[config.mk]
export PLATFORM = sky130hd
export DESIGN_NAME = sipo_deframer
export DESIGN_NICKNAME = d
export VERILOG_FILES = /design/src/rtl/sipo_deframer.sv
export SDC_FILE = /design/constraint.sdc
export NUM_CORES = 1
export LEC_CHECK = 0
export BUFFER_PORTS_ARGS = -buffer_cell sky130_fd_sc_hd__buf_2
export CAP_MARGIN = 20
export CORE_AREA = 5 5 42 44
export CTS_CLUSTER_SIZE = 10
export DETAILED_ROUTE_END_ITERATION = 8
export DIE_AREA = 0 0 47 49
export PLACE_DENSITY_LB_ADDON = 0.25
export SETUP_SLACK_MARGIN = 0.02
export SLEW_MARGIN = 40
export SYNTH_ARGS = -nofsm -noshare
export SYNTH_HDL_FRONTEND = slang
export SYNTH_SLANG_ARGS = --single-unit
[constraint.sdc]
create_clock -name clk -period 2.1 [get_ports clk]
set_clock_uncertainty 0.1 [all_clocks]
set_input_delay 0.105 -clock clk [delete_from_list [all_inputs] [get_ports clk]]
set_output_delay 0.105 -clock clk [all_outputs]
set_load 0.05 [all_outputs]
[src/rtl/sipo_deframer.sv]
// Serial-in/parallel-out deframer: rebuilds LSB-first words from a PISO stream
// and hands them off via valid/ready. Define SIPO_DEFRAMER_PARITY_EN for a trailing even-parity bit.
module sipo_deframer #(
    parameter int n = 4
) (
    input  logic         clk,
    input  logic         reset_n,
    input  logic         en,
    input  logic         start,
    input  logic         SI,
    output logic [n-1:0] Q,
    output logic         valid,
    input  logic         ready,
    output logic         overrun,
`ifdef SIPO_DEFRAMER_PARITY_EN
    output logic         par_err,
`endif
    input  logic         clr_ovr
);

    localparam int unsigned CW = $clog2(n + 1);
`ifdef SIPO_DEFRAMER_PARITY_EN
    localparam int unsigned FRAME = n + 1;
`else
    localparam int unsigned FRAME = n;
`endif
    localparam logic [CW-1:0] LAST = CW'(FRAME - 1);

    typedef enum logic {
        IDLE,
        SHIFT
    } state_t;

    state_t         state, state_nx;
    logic [n-1:0]   sh, sh_nx;
    logic [CW-1:0]  cnt, cnt_nx;
    logic [n-1:0]   q_nx;
    logic           valid_nx, ovr_nx;
    logic           complete;
    logic [n-1:0]   word;
`ifdef SIPO_DEFRAMER_PARITY_EN
    logic           perr, perr_nx;
`else
    // sh[0] is shifted out by the completing bit, so it is never observed here
    logic           unused_lsb;
    assign unused_lsb = sh[0];
`endif

    always_comb begin
        state_nx = state;
        sh_nx    = sh;
        cnt_nx   = cnt;
        q_nx     = Q;
        valid_nx = valid;
        ovr_nx   = overrun;
        complete = 1'b0;
`ifdef SIPO_DEFRAMER_PARITY_EN
        word     = sh;
        perr     = ^{sh, SI};
        perr_nx  = par_err;
`else
        word     = {SI, sh[n-1:1]};
`endif

        case (state)
            IDLE: begin
                if (en && start) begin
                    sh_nx    = {SI, {(n-1){1'b0}}};
                    cnt_nx   = CW'(1);
                    state_nx = SHIFT;
                end
            end
            SHIFT: begin
                if (en) begin
                    if (start) begin
                        sh_nx  = {SI, {(n-1){1'b0}}};
                        cnt_nx = CW'(1);
                    end else if (cnt == LAST) begin
                        complete = 1'b1;
                        cnt_nx   = '0;
                        state_nx = IDLE;
                    end else begin
                        sh_nx  = {SI, sh[n-1:1]};
                        cnt_nx = cnt + 1'b1;
                    end
                end
            end
            default: state_nx = IDLE;
        endcase

        // A completing word may replace Q in the same edge the old one is taken
        if (clr_ovr) ovr_nx = 1'b0;
        if (complete) begin
            if (!valid || ready) begin
                q_nx     = word;
                valid_nx = 1'b1;
`ifdef SIPO_DEFRAMER_PARITY_EN
                perr_nx  = perr;
`endif
            end else begin
                ovr_nx = 1'b1;
            end
        end else if (valid && ready) begin
            valid_nx = 1'b0;
        end
    end

    always_ff @(posedge clk or negedge reset_n) begin
        if (!reset_n) begin
            state   <= IDLE;
            sh      <= '0;
            cnt     <= '0;
            Q       <= '0;
            valid   <= 1'b0;
            overrun <= 1'b0;
`ifdef SIPO_DEFRAMER_PARITY_EN
            par_err <= 1'b0;
`endif
        end else begin
            state   <= state_nx;
            sh      <= sh_nx;
            cnt     <= cnt_nx;
            Q       <= q_nx;
            valid   <= valid_nx;
            overrun <= ovr_nx;
`ifdef SIPO_DEFRAMER_PARITY_EN
            par_err <= perr_nx;
`endif
        end
    end

endmodule

---- Yosys cells after proc, flatten, opt, wreduce, memory -nomap -nowiden ----
Index checks and enable logic that the tools add are counted.
word-level totals
  flip-flop bits (word level) ............. 14
  bits of input ports ..................... 7
  word-level logic and storage cells ...... 47
  output and inout port bits .............. 6
cells by class
  bitwise logic cells ..................... 1
  add/subtract/negate cells ............... 1
  reduce and logical (&&, ||, !) cells .... 9
  muxes and demuxes ....................... 25
  eq/ne operators ......................... 5
operators by type and width
  kind                                                 count
  two-way mux 4 bit                                    4
  two-way mux 1 bit                                    14
  two-way mux 3 bit                                    4
  case mux 4 bit (2 select lines)                      1
  case mux 3 bit (2 select lines)                      1
  AND reduction 2 bit                                  3
  != test 2 bit, second input constant                 2
  adder 3 x 1 -> 3 bit, second input constant          1
  equality test 3 x 2 -> 1 bit, second input constant  1
  != test 3 bit, second input constant                 1
  AND reduction 3 bit                                  1
  logical AND 1 bit                                    2
  != test 2 x 1 -> 1 bit, second input constant        1
  case mux 1 bit (2 select lines)                      1
  nonzero test 2 bit                                   1
  zero test 1 bit                                      1
  logical OR 1 bit                                     1
  NOT 1 bit                                            1

---- Logic depth before layout (Yosys ltp) ----
Gate-level depths: netlist of run 1.
  word-level depth ........................ 7
  depth in mapped cells ................... 4
  depth with buffers taken out ............ 4

---- Worst setup path before layout of run 1 ----
Ideal clock, no wire load.
  path kind ............................... flip-flop to flip-flop
  start point ............................. reg cnt[0]
  end point ............................... reg sh[3]
  data required time ...................... 1.872 ns
  path slack .............................. 0.545 ns
  buffers on the path ..................... 0
  period minus slack after synthesis ...... 1.555 ns
  stages on the path, launching flop included .. 5
  arrival ................................. 1.327 ns
  library setup time ...................... 0.128 ns
  cells stage by stage .................... dfrtp_1 ha_1 and2b_2 o21ai_4 mux2_1
on the way
  word-level cells in the longest chain between the ends .. 3
RTL lines
  what                                  RTL line  source
  start: declaration                    36        logic [CW-1:0] cnt, cnt_nx;
  start signal: assignment              122       cnt <= cnt_nx;
  equality test 3 x 2 -> 1 bit          78        end else if (cnt == LAST) begin
  != test 3 bit (no source line)        n/a
  AND reduction 3 bit (no source line)  n/a
  end signal: assignment                121       sh <= sh_nx;
  end: declaration                      35        logic [n-1:0] sh, sh_nx;
Every way passes these cells.
A chain may end at the register's enable or synchronous reset.

---- Final worst setup path of run 1 ----
Ends and elaborated chain as after synthesis.

==> results of run 1 <==
-- synth_stat cells --
cell       number
o2bb2ai_1       1
and2b_4         1
o21bai_1        1
o21ai_4         1
a21oi_1         1
a31oi_1         1
nand3_1         1
mux2i_1         2
inv_1           4
nand2b_1        1
dfrtp_1        13
a22o_1          1
o21a_1          1
a21o_2          1
mux2_1          1
ha_1            1
and2b_2         2
o22ai_1         1
or2b_1          1
nand4_4         1
nand2_1         5
mux2_4          4
-- placed cells by master (no fill, tap or decap), drive strengths merged, types with 2 or more instances in the layout --
cell type	synthesis	layout
dlygate4sd3	0	4
dfrtp	13	13
mux2	5	5
and2b	3	3
inv	4	4
nand2	5	5
buf	0	12
clkbuf	0	4
mux2i	2	2
-- stage by stage --
stage / cells / util / worst slack, ns
final: 82 / 0.537 / 0.469
after global routing: 82 / 0.537 / 0.399
after CTS: 82 / 0.537 / 0.465
after detailed placement: 74 / 0.489 / 0.478
after global placement: 74 / 0.489 / 0.503
after floorplan: 46 / - / 0.545
-- critical path, delay by kind of cell, from the launching register on --
kind                     cells  cell delay, ns
AO/OA/AOI/OAI                1            0.22
adder cells (fa/ha/maj)      1            0.21
flip-flops                   1            0.40
multiplexers                 1            0.34
AND/OR/NAND/NOR              1            0.25
-- cells by family after synthesis --
group,count (synthesis)
flops,13
simple gates,12
compound gates,9
mux,7
buf+inv,4
fa+ha+maj,1
-- state kept, by name, summed over array words and instances, names as in the netlist --
signal and count:
Q 4, cnt 3, sh 3, overrun 1, state 1, valid 1
-- worst max path at each step --
stage / startpoint / slack (ns) / to
final: cnt[0] / 0.47 / sh[3]
after global routing: cnt[0] / 0.40 / sh[3]
after CTS: cnt[0] / 0.46 / sh[3]
after detailed placement: cnt[0] / 0.48 / sh[3]
after global placement: cnt[0] / 0.50 / sh[3]
after floorplan: cnt[0] / 0.55 / sh[3]
-- final cells by class --
type,instances,area (sq um),area share
multi-input cells,29,265,0.353
flip-flops and latches,13,325,0.433
clock buffers,4,26.3,0.0349
repair buffers,16,100,0.133
inverters,4,15.0,0.0200
well taps,16,20.0,0.0266
-- power groups by stage --
stage / logic [uW] / clock network [uW] / registers [uW]
2_1_floorplan: 120 / 0 / 445
3_5_place_dp: 285 / 0 / 345
5_1_grt: 310 / 169 / 348
3_3_place_gp: 286 / 0 / 343
6_report: 290 / 151 / 339
4_1_cts: 293 / 157 / 340
-- metal layers --
metal | vias up | share of wire | global-route usage
met5 | - | 0 | 0
met4 | 0 | 0.0099 | 0.0553
met2 | 16 | 0.46 | 0.149
met1 | 207 | 0.46 | 0.134
met3 | 2 | 0.067 | 0.0332
li1 | 201 | - | -
==> impl_metrics.py, run 1 <==
metrics = {
    "sta": {
        "whs_ns": 0.0760,
        "fmax_mhz": 613,
        "tightest_slew_ns": 0.284,
        "slew_headroom": 0.811,
        "fin_crit_ns": 1.63,
        "drv_slew": 0,
        "rsz0062_at_grt": "false",
        "hold_violations": 0,
        "fin_crit_sh": 0.777,
        "setup_violations": 0,
        "finalSetupTns_ns": 0,
    },
    "floorplanning": {
        "core-area_sq_mm": 0.00140,
        "start_util": 0.432,
        "row_count": 14,
        "ioPinCount": 13,
        "dieArea_sq_mm": 0.00230,
        "die_h_um": 49,
        "fp.dieW_um": 47,
    },
    "worst_setup_path": {
        "timing.rr.start": "cnt[0]",
        "critPathLaunchType": "flip-flop",
        "cp-end-kind": "flip-flop",
        "cp.arrival_ns": 1.69,
        "slowest_stage": "dfrtp_1",
        "crit_required_ns": 2.16,
        "cp_max_fo": 4,
        "critPathKind": "flip-flop to flip-flop",
        "rrSetupSlack_ns": 0.47,
        "reg2regPathDepth": 4,
        "slowest_delay_ns": 0.40,
        "reg2reg_to": "sh[3]",
        "crit_chain": "ha_1 -> and2b_2 -> o21ai_4 -> mux2_1",
    },
    "power": {
        "ir_drop_mv": 0.519,
        "pwr-share-seq": 0.434,
        "comb_power_share": 0.372,
        "intPower_uw": 489,
        "swShare": 0.373,
        "p_sw_uw": 291,
        "power_uw": 780,
        "power_density_mw_per_mm2": 1040,
        "clkPwrFrac": 0.194,
        "p_leak_uw": 0.000389,
    },
    "final_layout": {
        "area_growth_pct": 24.2,
        "nNetsFinal": 75,
        "n_antenna_cell": 0,
        "final_cell_area_sq_um": 752,
        "layout-drive-gt1-share": 0.379,
        "fillCellCount": 128,
    },
    "clocking": {
        "tritoncts": "done",
        "clk_path_buf_depth": 2,
        "root_buffer": "clkbuf_4",
        "clock-sinks": 13,
        "hold_buffers": 4,
        "cts_resized": 0,
        "htree_levels": 1,
        "clk_latency_ns": 0.27,
        "clkTransAtPathRegs_ns": 0.08,
        "post_cts_buffers": 0,
        "cts_buffers": 3,
    },
    "synthesis": {
        "avgSynthCellArea_sq_um": 13.2,
        "synthSimpleGateAreaFrac": 0.143,
        "synth_mux_area_frac": 0.151,
        "synth_top_area_frac": 0.537,
        "synth_xor_area_frac": 0,
        "synth_cells": 46,
        "synth_top_family_by_area": "multiplexers",
        "yosysUniqueCellTypes": 22,
        "seq_area_frac_synth": 0.537,
        "synth-seq-cells": 13,
        "synth_compound_area_frac": 0.124,
        "yosys.area.top_type": "dfrtp_1",
        "syn_nets": 54,
        "yosysWarnings": 0,
        "synthAdderAreaFrac": 0.0207,
        "synth.area.top_cells": "dfrtp_1, mux2_4, nand4_4",
        "synth_area_sq_um": 606,
    },
    "routing": {
        "ant_nets": 0,
        "drtIter0Drc": 1,
        "dr.pass1.iters": 4,
        "vias": 426,
        "totalWireLength_um": 1010,
        "wl_per_cell_um": 12.3,
        "drc_errors": 0,
        "vias_per_cell": 5.20,
    },
    "placed_design": {
        "gp_congestion": 0.671,
        "place_area_sq_um": 686,
        "dp_hpwl_um": 753,
        "io_buffers": 12,
    },
    "global_route": {
        "grt_max_degree": 14,
        "grt_pass1_vias": 414,
        "grt_pass1_wl_um": 1730,
        "grt-ovfl-total": 0,
        "grt_antenna_before_repair": 0,
        "grt_use_total": 0.104,
    },
    "hold_path": {
        "hold_class": "input port to flip-flop",
        "whs_endpoint": "valid",
        "hold_depth": 3,
        "min_from": "en",
    },
    "outcome": {
        "status": "complete, no violations",
    },
    "job": {
        "cap_violations": 0,
    },
}
No activity file was read; power rests on OpenSTA's default activity.
==> run 2: changes to the inputs <==
--- a/config.mk
+++ b/config.mk
@@ -7,10 +7,10 @@
 export LEC_CHECK = 0
 export BUFFER_PORTS_ARGS = -buffer_cell sky130_fd_sc_hd__buf_2
 export CAP_MARGIN = 20
-export CORE_AREA = 5 5 42 44
+export CORE_MARGIN = 5
+export CORE_UTILIZATION = 45
 export CTS_CLUSTER_SIZE = 10
 export DETAILED_ROUTE_END_ITERATION = 8
-export DIE_AREA = 0 0 47 49
 export PLACE_DENSITY_LB_ADDON = 0.25
 export SETUP_SLACK_MARGIN = 0.02
 export SLEW_MARGIN = 40
==> constraint.sdc (replaced) <==
create_clock -name clk -period 1.4 [get_ports clk]
set_clock_uncertainty 0.1 [all_clocks]
set_input_delay 0.07 -clock clk [delete_from_list [all_inputs] [get_ports clk]]
set_output_delay 0.07 -clock clk [all_outputs]
set_load 0.05 [all_outputs]
==> run 2 against run 1 <==
  * The flow now finishes with violations (setup timing)
  * Worst hold slack lost 0.035 ns
  * First-iteration DRC count grew to 8.0 times the previous value
  * Cell area up 5.8%
  * Clock power rose by 52%
  * Clock-buffer cell count unchanged
  * Routed wire length rose by 12%
  * Cell count is 4.9% higher
  * Sequential share of layout area shrank 2.2 points
  * Largest cell class unchanged
  * Core utilization rose by 8.3 points
  * Power increased by 58%
  * Flip-flop and latch count unchanged
  * Largest power group unchanged
==> impl_metrics.py, run 2 (same netlist as run 1, synthesis figures left out) <==
metrics = {
    "sta": {
        "setup_ws_ns": -0.0927,
        "whs_ns": 0.0405,
        "finalSetupTns_ns": -0.476,
        "setup_violations": 7,
        "tightest_slew_ns": 0.282,
        "fin_crit_sh": 1.07,
        "drv_slew": 0,
        "slew_headroom": 0.812,
        "fin_crit_ns": 1.49,
        "fmax_mhz": 670,
        "rsz0062_at_grt": "true",
        "hold_violations": 0,
    },
    "placed_design": {
        "post-place-cells": 77,
        "dp_hpwl_um": 817,
        "gp_congestion": 0.729,
        "io_buffers": 12,
        "place_area_sq_um": 722,
    },
    "global_route": {
        "grt_pass1_vias": 431,
        "grt_max_degree": 14,
        "grt_antenna_before_repair": 0,
        "grt-ovfl-total": 0,
        "grt_use_total": 0.130,
        "grt_pass1_wl_um": 1910,
    },
    "worst_setup_path": {
        "critPathLaunchType": "flip-flop",
        "cp.arrival_ns": 1.56,
        "cp-end-kind": "flip-flop",
        "crit_required_ns": 1.47,
        "critPathKind": "flip-flop to flip-flop",
        "cp_max_fo": 3,
    },
    "floorplanning": {
        "dieArea_sq_mm": 0.00218,
        "start_util": 0.471,
        "row_count": 13,
        "die_h_um": 46.7,
        "core-area_sq_mm": 0.00128,
        "ioPinCount": 13,
        "fp.dieW_um": 46.7,
    },
    "routing": {
        "totalWireLength_um": 1130,
        "dr.pass1.iters": 6,
        "vias_per_cell": 4.99,
        "drc_errors": 0,
        "drtIter0Drc": 8,
        "ant_nets": 0,
        "wl_per_cell_um": 13.1,
        "routed-wl-met2_um": 530,
        "top_layer": "met4",
        "vias": 429,
        "wl_met3_um": 86,
        "drt-met1-wl_um": 480,
    },
    "final_layout": {
        "nNetsFinal": 80,
        "fin_util": 0.619,
        "fillCellCount": 95,
        "final_cell_area_sq_um": 796,
        "regArea_sq_um": 327,
        "largest_reg_flops": 4,
        "final_cell_mix": "dfrtp_1, buf_2, nand2_1, mux2_4, buf_4",
        "multiInputGateArea_sq_um": 272,
        "layout.cells.non_filler": 86,
        "layout-drive-gt1-share": 0.465,
        "area_growth_pct": 31.4,
        "n_antenna_cell": 0,
        "largest_register": "Q",
        "top_regs": "Q x4, cnt x3, sh x3",
    },
    "hold_path": {
        "hold_class": "input port to flip-flop",
    },
    "clocking": {
        "cts_buffers": 3,
        "clk_latency_ns": 0.28,
        "clock-sinks": 13,
        "cts_resized": 0,
        "root_buffer": "clkbuf_4",
        "tritoncts": "done",
        "clkTransAtPathRegs_ns": 0.07,
        "htree_levels": 1,
        "clk_path_buf_depth": 2,
    },
    "power": {
        "power_density_mw_per_mm2": 1550,
        "ir_drop_mv": 0.664,
        "p_leak_uw": 0.000415,
    },
    "job": {
        "cap_violations": 0,
    },
    "outcome": {
        "violations": "setup timing",
        "status": "finished with violations",
    },
}
==> run 2: changes by cell type in the layout (fill, tap and decap cells not counted), sizes merged <==
cell / delta
buf: +5
==> run 2: metal layers <==
metal / GRT usage / up-vias
li1: - / 213
met1: 0.159 / 199
met2: 0.206 / 14
met3: 0.0273 / 3
met4: 0.0829 / 0
met5: 0 / -
==> run 2: worst paths after layout <==
kind                            slack [ns]  depth (start not counted)  startpoint      to
worst max-delay path                 -0.09                          4      cnt[0]   sh[3]
worst min-delay path                  0.04                          3          en   valid
worst max register to register       -0.09                          4      cnt[0]   sh[3]
worst min register to register        0.39                          1      cnt[2]  cnt[2]
max in group asynchronous             0.86                          2     reset_n   valid
min in group asynchronous             0.10                          2     reset_n    Q[3]
==> run 2: critical path: stages, from the launching register on <==
cell     delay [ns]
dfrtp_1        0.39
ha_2           0.19
and2b_2        0.24
o21ai_4        0.15
mux2_4         0.31
==> run 2: metrics by stage <==
stage / setup slack [ns] / power (uW)
floorplan: -0.0960 / 856
global placement: -0.0684 / 988
detailed placement: -0.103 / 999
CTS: -0.0870 / 1250
global route: -0.150 / 1300
finish: -0.0927 / 1230
==> run 2: report_power, final <==
| part | switching [uW] | internal, uW | total (uW) |
|---|---|---|---|
| clock | 120 | 111 | 230 |
| sequential | 51.3 | 457 | 508 |
| combinational | 285 | 210 | 495 |
==> run 2: repair_timing <==
item	4_1_cts	5_1_grt
hold buffers	4	0
pin swaps	3	1
hold endpoints to repair	17	0
setup endpoints to repair	7	11
buffers inserted	1	0
==> run 2: area by class of cell <==
class,count,share of cell area
clock buffer,4,0.0330
inverter,4,0.0189
multi-input combinational,29,0.341
sequential,13,0.410
tap,15,0.0236
timing repair buffer,21,0.173
